`config.mk`:
```
export PLATFORM = sky130hd
export DESIGN_NAME = gcm_tag_check
export DESIGN_NICKNAME = d
export VERILOG_FILES = /design/src/rtl/gcm_tag_check.sv
export SDC_FILE = /design/constraint.sdc
export NUM_CORES = 2
export LEC_CHECK = 0
export ABC_CLOCK_PERIOD_IN_PS = 2100
export CORE_MARGIN = 2
export CORE_UTILIZATION = 47
export CTS_CLUSTER_SIZE = 40
export DETAILED_ROUTE_END_ITERATION = 10
export GPL_TIMING_DRIVEN = 0
export PLACE_DENSITY = 0.74
export SKIP_CTS_REPAIR_TIMING = 1
export SLEW_MARGIN = 30
export SYNTH_ARGS = -nofsm -noshare
export SYNTH_HDL_FRONTEND = slang
export SYNTH_SLANG_ARGS = --single-unit
```
`constraint.sdc`:
```
create_clock -name clk -period 2.1 [get_ports clk]
set_input_delay 0.42 -clock clk [delete_from_list [all_inputs] [get_ports clk]]
set_output_delay 0.42 -clock clk [all_outputs]
set_load 0.02 [all_outputs]
```
`src/rtl/gcm_tag_check.sv`:
```
// ---------------------------------------------------------------------------
// gcm_tag_check
//
// Purpose
//   Recomputes the AES-GCM authentication tag for one message and compares it
//   against a received tag. The caller supplies the hash subkey H, E(K,J0),
//   the length block len(A)||len(C) and the received tag with a start pulse.
//   It then streams the zero-padded AAD/ciphertext blocks. Each block is folded
//   into the GHASH accumulator X and multiplied by H in GF(2^128). The length
//   block is folded in last. The final X is masked with E(K,J0) to form the tag.
//
//   All 128-bit buses use [0:127] ordering. Bit 0 is the leftmost, most
//   significant GCM bit. With this ordering the GCM "right shift" maps
//   directly onto the SystemVerilog >> operator.
//
// Ports
//   clk            in   sole clock, rising edge
//   i_rst_n        in   asynchronous assert, active-low reset
//   i_start        in   one-cycle pulse that begins a check (ignored while busy)
//   i_h            in   [0:127] hash subkey H, sampled on accepted start
//   i_ek_j0        in   [0:127] E(K,J0), sampled on accepted start
//   i_len_block    in   [0:127] len(A)||len(C) in bits, sampled on accepted start
//   i_tag          in   [0:127] received tag, sampled on accepted start
//   i_data         in   [0:127] AAD or ciphertext block
//   i_data_valid   in   block valid
//   i_data_last    in   final block marker, qualified by i_data_valid
//   o_data_ready   out  high only while waiting for a data block
//   o_busy         out  high in every state except IDLE
//   o_done         out  one-cycle pulse when o_tag / o_tag_ok are valid
//   o_tag_ok       out  computed tag equals received tag (held)
//   o_tag          out  [0:127] computed tag (held)
//
// Configuration
//   GCM_MULT_PAR4_EN  when defined, the GF(2^128) multiplier retires 4 steps
//                     per cycle (32 cycles per multiply) instead of 1 step per
//                     cycle (128 cycles per multiply). Results and all other
//                     timing are identical.
// ---------------------------------------------------------------------------
module gcm_tag_check (
    input  logic         clk,
    input  logic         i_rst_n,
    input  logic         i_start,
    input  logic [0:127] i_h,
    input  logic [0:127] i_ek_j0,
    input  logic [0:127] i_len_block,
    input  logic [0:127] i_tag,
    input  logic [0:127] i_data,
    input  logic         i_data_valid,
    input  logic         i_data_last,
    output logic         o_data_ready,
    output logic         o_busy,
    output logic         o_done,
    output logic         o_tag_ok,
    output logic [0:127] o_tag
);

`ifdef GCM_MULT_PAR4_EN
    localparam int STEPS = 4;
`else
    localparam int STEPS = 1;
`endif
    localparam int               MUL_CYCLES = 128 / STEPS;
    localparam int               CNT_W      = $clog2(MUL_CYCLES);
    localparam logic [CNT_W-1:0] CNT_LAST   = CNT_W'(MUL_CYCLES - 1);

    // Reduction constant R = 11100001 || 0^120, in GCM bit order.
    localparam logic [0:127] GF_R = {8'he1, 120'h0};

    localparam logic [2:0] ST_IDLE      = 3'd0;
    localparam logic [2:0] ST_WAIT_DATA = 3'd1;
    localparam logic [2:0] ST_MULT      = 3'd2;
    localparam logic [2:0] ST_LEN_MULT  = 3'd3;
    localparam logic [2:0] ST_FINAL     = 3'd4;
    localparam logic [2:0] ST_DONE      = 3'd5;

    logic [2:0]       state_q,   state_d;
    logic [0:127]     h_q,       h_d;
    logic [0:127]     ek_q,      ek_d;
    logic [0:127]     len_q,     len_d;
    logic [0:127]     exp_tag_q, exp_tag_d;
    logic [0:127]     x_q,       x_d;
    logic [0:127]     z_q,       z_d;
    logic [0:127]     v_q,       v_d;
    logic [CNT_W-1:0] cnt_q,     cnt_d;
    logic             last_q,    last_d;
    logic [0:127]     tag_q,     tag_d;
    logic             tag_ok_q,  tag_ok_d;

    // Multiplier result after this cycle's steps.
    logic [0:127]     z_step;
    logic [0:127]     v_step;
    logic [0:127]     final_tag;

    // -----------------------------------------------------------------------
    // GF(2^128) multiply steps for one cycle.
    // During a multiply, x_q is consumed from bit 0 and shifted toward
    // bit 0 by STEPS each cycle. Bit k of x_q is therefore the operand bit
    // for step k of the current cycle. X itself is rewritten with the product
    // at the end of the multiply. Destroying the operand copy is harmless.
    // -----------------------------------------------------------------------
    always_comb begin
        z_step = z_q;
        v_step = v_q;
        for (int k = 0; k < STEPS; k++) begin
            if (x_q[k]) begin
                z_step = z_step ^ v_step;
            end
            // Bit 127 is the bit shifted out; fold it back with R.
            v_step = (v_step >> 1) ^ (v_step[127] ? GF_R : '0);
        end
    end

    assign final_tag = x_q ^ ek_q;

    // -----------------------------------------------------------------------
    // Next-state logic
    // -----------------------------------------------------------------------
    always_comb begin
        state_d   = state_q;
        h_d       = h_q;
        ek_d      = ek_q;
        len_d     = len_q;
        exp_tag_d = exp_tag_q;
        x_d       = x_q;
        z_d       = z_q;
        v_d       = v_q;
        cnt_d     = cnt_q;
        last_d    = last_q;
        tag_d     = tag_q;
        tag_ok_d  = tag_ok_q;

        case (state_q)
            ST_IDLE: begin
                if (i_start) begin
                    h_d       = i_h;
                    ek_d      = i_ek_j0;
                    len_d     = i_len_block;
                    exp_tag_d = i_tag;
                    x_d       = '0;
                    z_d       = '0;
                    v_d       = i_h;
                    cnt_d     = '0;
                    last_d    = 1'b0;
                    // An all-zero length block means no AAD and no
                    // ciphertext. Only the length block is hashed.
                    state_d   = (i_len_block == '0) ? ST_LEN_MULT : ST_WAIT_DATA;
                end
            end

            ST_WAIT_DATA: begin
                // i_data_last is only meaningful together with i_data_valid.
                if (i_data_valid) begin
                    x_d     = x_q ^ i_data;
                    last_d  = i_data_last;
                    z_d     = '0;
                    v_d     = h_q;
                    cnt_d   = '0;
                    state_d = ST_MULT;
                end
            end

            ST_MULT, ST_LEN_MULT: begin
                z_d   = z_step;
                v_d   = v_step;
                x_d   = x_q << STEPS;
                cnt_d = cnt_q + CNT_W'(1);
                if (cnt_q == CNT_LAST) begin
                    // The product is complete. Reload the multiplier so it
                    // is ready for the next multiply.
                    cnt_d = '0;
                    z_d   = '0;
                    v_d   = h_q;
                    if (state_q == ST_LEN_MULT) begin
                        x_d     = z_step;
                        state_d = ST_FINAL;
                    end else if (last_q) begin
                        x_d     = z_step ^ len_q;
                        state_d = ST_LEN_MULT;
                    end else begin
                        x_d     = z_step;
                        state_d = ST_WAIT_DATA;
                    end
                end
            end

            ST_FINAL: begin
                tag_d    = final_tag;
                tag_ok_d = (final_tag == exp_tag_q);
                state_d  = ST_DONE;
            end

            ST_DONE: begin
                state_d = ST_IDLE;
            end

            default: begin
                state_d = ST_IDLE;
            end
        endcase
    end

    // -----------------------------------------------------------------------
    // State registers
    // -----------------------------------------------------------------------
    always_ff @(posedge clk or negedge i_rst_n) begin
        if (!i_rst_n) begin
            state_q   <= ST_IDLE;
            h_q       <= '0;
            ek_q      <= '0;
            len_q     <= '0;
            exp_tag_q <= '0;
            x_q       <= '0;
            z_q       <= '0;
            v_q       <= '0;
            cnt_q     <= '0;
            last_q    <= 1'b0;
            tag_q     <= '0;
            tag_ok_q  <= 1'b0;
        end else begin
            state_q   <= state_d;
            h_q       <= h_d;
            ek_q      <= ek_d;
            len_q     <= len_d;
            exp_tag_q <= exp_tag_d;
            x_q       <= x_d;
            z_q       <= z_d;
            v_q       <= v_d;
            cnt_q     <= cnt_d;
            last_q    <= last_d;
            tag_q     <= tag_d;
            tag_ok_q  <= tag_ok_d;
        end
    end

    // -----------------------------------------------------------------------
    // Outputs, decoded from registered state
    // -----------------------------------------------------------------------
    assign o_data_ready = (state_q == ST_WAIT_DATA);
    assign o_busy       = (state_q != ST_IDLE);
    assign o_done       = (state_q == ST_DONE);
    assign o_tag_ok     = tag_ok_q;
    assign o_tag        = tag_q;

endmodule
```
==> results by group <==
Run status
  – Run status: finished with violations
  – Failing checks: hold timing, setup timing

Finish
  – Core Util, Final: ~66%
  – Layout cell share with drive strength beyond 1: between 20 and 30%
  – Final-stage net count: around 6300
  – Synth-to-Final Area Change: 39.02%
  – Final non-filler cell area: 68440 µm²

STA
  – Slew Viols, Final: 0
  – Worst Skew: between 10 and 15 ps
  – Setup violations, final: about 370
  – RSZ-0062 raised after global routing: true
  – Tmin final: between 2000 and 2500 ps
  – Tightest Pin Transition: approximately 1100 ps
  – Setup_tns: -17000 ps
  – Achievable frequency: about 0.42 GHz
  – Final period util: 114.2%
  – Setup ws final: -298.3 ps
  – Final hold vios: approximately 120
  – Max-slew headroom: ~27%
  – Worst hold margin: -320.1 ps

Logic synthesis
  – Netlist Area Pre-Place: 49230 µm²
  – Syn Area/Cell: 10.50 µm²
  – Gate Count Post-Synth: roughly 4700
  – Post-synth EDFFs: 0
  – Ys Warns: 0
  – Async S/R FF share, synth: between 90% and 100%
  – Main synth FF type: dfrtp_1
  – Synth unique cells: 46
  – Yosys reg bits: a little over 1000
  – Post-Syn Nets: 5334
  – Register area share after synthesis: between 50% and 60%

Drt
  – ANT nets after route: 0
  – DRT iter0 DRCs: 5153
  – Via count: approximately 44000
  – Avg WL per Cell: 29.51 µm
  – Drt pass-1 iters: 6
  – Final WL: between 200000 and 250000 µm
  – DRC Markers: 0
  – Vias/cell: 6.061

Floorplan
  – Ports: around 780
  – Starting density of the core: between 40% and 50%
  – Total Die Area: approximately 110000 µm²
  – Die width: around 330 µm
  – Rows: 118
  – Core area: 103600 µm²
  – Die height: between 300 and 400 µm

Critical path
  – WP buf/inv: 0
  – Crit path max fanout: 4
  – Flop2flop setup slack: -300 ps
  – R2R cell count: 6
  – Crit path max-delay family: compound AO/OA/AOI/OAI gates
  – Arr. time, crit path: 3030 ps
  – Endpoint class of the critical path: register
  – Critical path, cell by cell: xnor2_1 > a2bb2oi_1 > nand4_1 > a211o_1 > nor4_1 > a32o_1
  – Reg2reg end: o_tag_ok
  – Crit Path Class: reg2reg
  – CP max stage delay: about 570 ps
  – Worst flop-to-flop path startpoint: x_q[56]
  – Crit path launch type: register
  – CP max-delay cell: xnor2_1
  – Required time worst endpoint: 2740 ps

Power and ir drop
  – Power Density: approximately 1500 nW/µm²
  – Leak Pwr: between 20 and 30 nW
  – Max VDD drop: roughly 0.83 mV

Placement
  – Post-DP Area: about 59000 µm²
  – Final HPWL DP: between 150000 and 200000 µm
  – GPL Wtd Cong: approximately 1.0
  – I/O Buffers: 776

CTS
  – Skew-Pair Late Insertion Delay: between 700 and 800 ps
  – TritonCTS buffer count: approximately 110
  – CTS tree: done
  – Clock Tree Root: clkbuf_16
  – CTS Sinks: approximately 1000
  – Worst-path clk slew: around 70 ps
  – Clk buf depth: 3
  – H-Tree Depth: 3

Global routing
  – First-pass GRT wire length: ~290000 µm
  – Vias in the first global route: roughly 41000
  – Initial antenna violation count: 95
  – Largest net degree at the start of global routing: between 100 and 150
  – GRT Resource Usage Total: between 30% and 40%
  – Remaining Overflow, GRT: 0

Min path
  – Type of the most critical hold path: in2async

Flow run
  – Max Cap Violations: 0
==> kinds of logic (layout without fill, tap and decap cells) <==
group                    count (synthesis)  in the layout  synth area share [%]
multiplexers                           511            511                 11.69
XOR/XNOR                               481            481                 8.558
buffers and inverters                  347           1421                 2.781
adder cells (fa/ha/maj)                  1              1               0.02541
flip-flops                            1036           1036                 52.66
AND/OR/NAND/NOR                       1067           1067                 9.648
AO/OA/AOI/OAI                         1245           1245                 14.64
other                                    0             50                     0
==> how the worst max path moves through the flow <==
stage | from | cells after the start | end
2_1_floorplan | cnt_q[0] | 9 | v_q[100]
3_3_place_gp | i_rst_n | 1 | h_q[102]
3_5_place_dp | i_start | 6 | ek_q[83]
4_1_cts | state_q[1] | 8 | o_tag[6]
5_1_grt | x_q[113] | 6 | o_tag_ok
6_report | x_q[56] | 6 | o_tag_ok
==> registers in the layout, summed over array words and instances, names as in the netlist <==
name / cells
last_q: 1
o_tag_ok: 1
state_q: 3
x_q: 128
v_q: 128
ek_q: 128
z_q: 128
cnt_q: 7
o_tag: 128
h_q: 128
exp_tag_q: 128
len_q: 128
==> area by class of cell <==
class / instances / area, µm²
repair buffers: 878 / 9435
well taps: 1380 / 1727
multi-input cells: 3305 / 24460
flip-flops and latches: 1036 / 25960
diodes: 50 / 125.1
fillers: 7814 / 35210
inverters: 3 / 31.28
clock inverters: 42 / 640.6
clock buffers: 163 / 3223
plain buffers: 335 / 2835
==> power by group <==
group / internal (mW) / leakage (nW) / switching [mW]
clock: 12.6 / 1.90 / 8.56
sequential: 28.5 / 12.9 / 8.43
combinational: 20.0 / 14.4 / 24.8
==> cell usage in the layout, fill, tap and decap left out, drive strengths merged, types with 2 or more instances in the layout <==
master	count
clkinvlp	3
and2	3
o31ai	2
a22oi	88
and3	2
clkdlybuf4s50	662
or4	8
a211oi	5
o211ai	121
mux2	511
o21ai	693
a21oi	213
a2bb2oi	3
clkbuf	364
a221oi	96
dfrtp	1036
nor4	50
nor2	95
nand2	741
buf	240
o2bb2ai	4
clkinv	19
dlymetal6s2s	110
diode	50
o22ai	11
nand4	21
nand3	5
xnor2	326
nor3b	128
nor2b	3
nor3	3
inv	7
bufinv	16
nand2b	2
or2	2
a22o	3
xor2	155
==> layer usage <==
metal | track usage [%] | routed length (µm) | vias to the layer above
met3 | 9.487 | 21350 | 634
met5 | 0 | 555 | -
met1 | 47.43 | 79930 | 21753
met2 | 56.77 | 95680 | 2622
met4 | 22.14 | 14710 | 84
li1 | - | - | 18499
==> cell usage after synthesis, types with 2 or more instances <==
cell type	n	area, µm²
o22ai_1	11	68.82
xor2_1	155	1358
or4_1	8	60.06
nand2_1	741	2781
a22oi_1	88	660.6
inv_1	2	7.510
nor2_1	95	356.6
a211oi_1	5	37.54
or2_2	2	12.51
mux2_2	511	5754
nor3b_1	128	960.9
a22o_1	3	26.28
a21oi_1	213	1066
nand4_1	21	131.4
o21ai_0	692	3463
buf_2	53	265.3
nand3_1	5	25.02
and2_1	2	12.51
a221oi_1	96	840.8
xnor2_1	326	2855
o31ai_1	2	15.01
a2bb2oi_1	3	26.28
nor4_1	50	312.8
nor3_1	3	15.01
nand2b_1	2	12.51
dfrtp_1	1036	25920
o211ai_1	121	908.4
clkbuf_1	268	1006
o2bb2ai_1	4	35.03
nor2b_1	3	18.77
buf_1	23	86.33
and3_1	2	12.51
==> metrics by stage <==
step	instances	setup slack (ps)	power [mW]
detailed placement	6853	-1698	72.64
global placement	6844	-47240	71.46
finish	7192	-298.3	102.8
CTS	7058	-1513	93.69
floorplan	4688	-26.28	56.60
global route	7183	-294.5	106.4
==> worst reg2reg max path: stages (launching register included) <==
cell,delay (ps)
dfrtp_1,490
xnor2_1,580
a2bb2oi_1,270
nand4_1,130
a211o_1,270
nor4_1,380
a32o_1,220
Note: power is estimated with default switching activity, not from simulation.
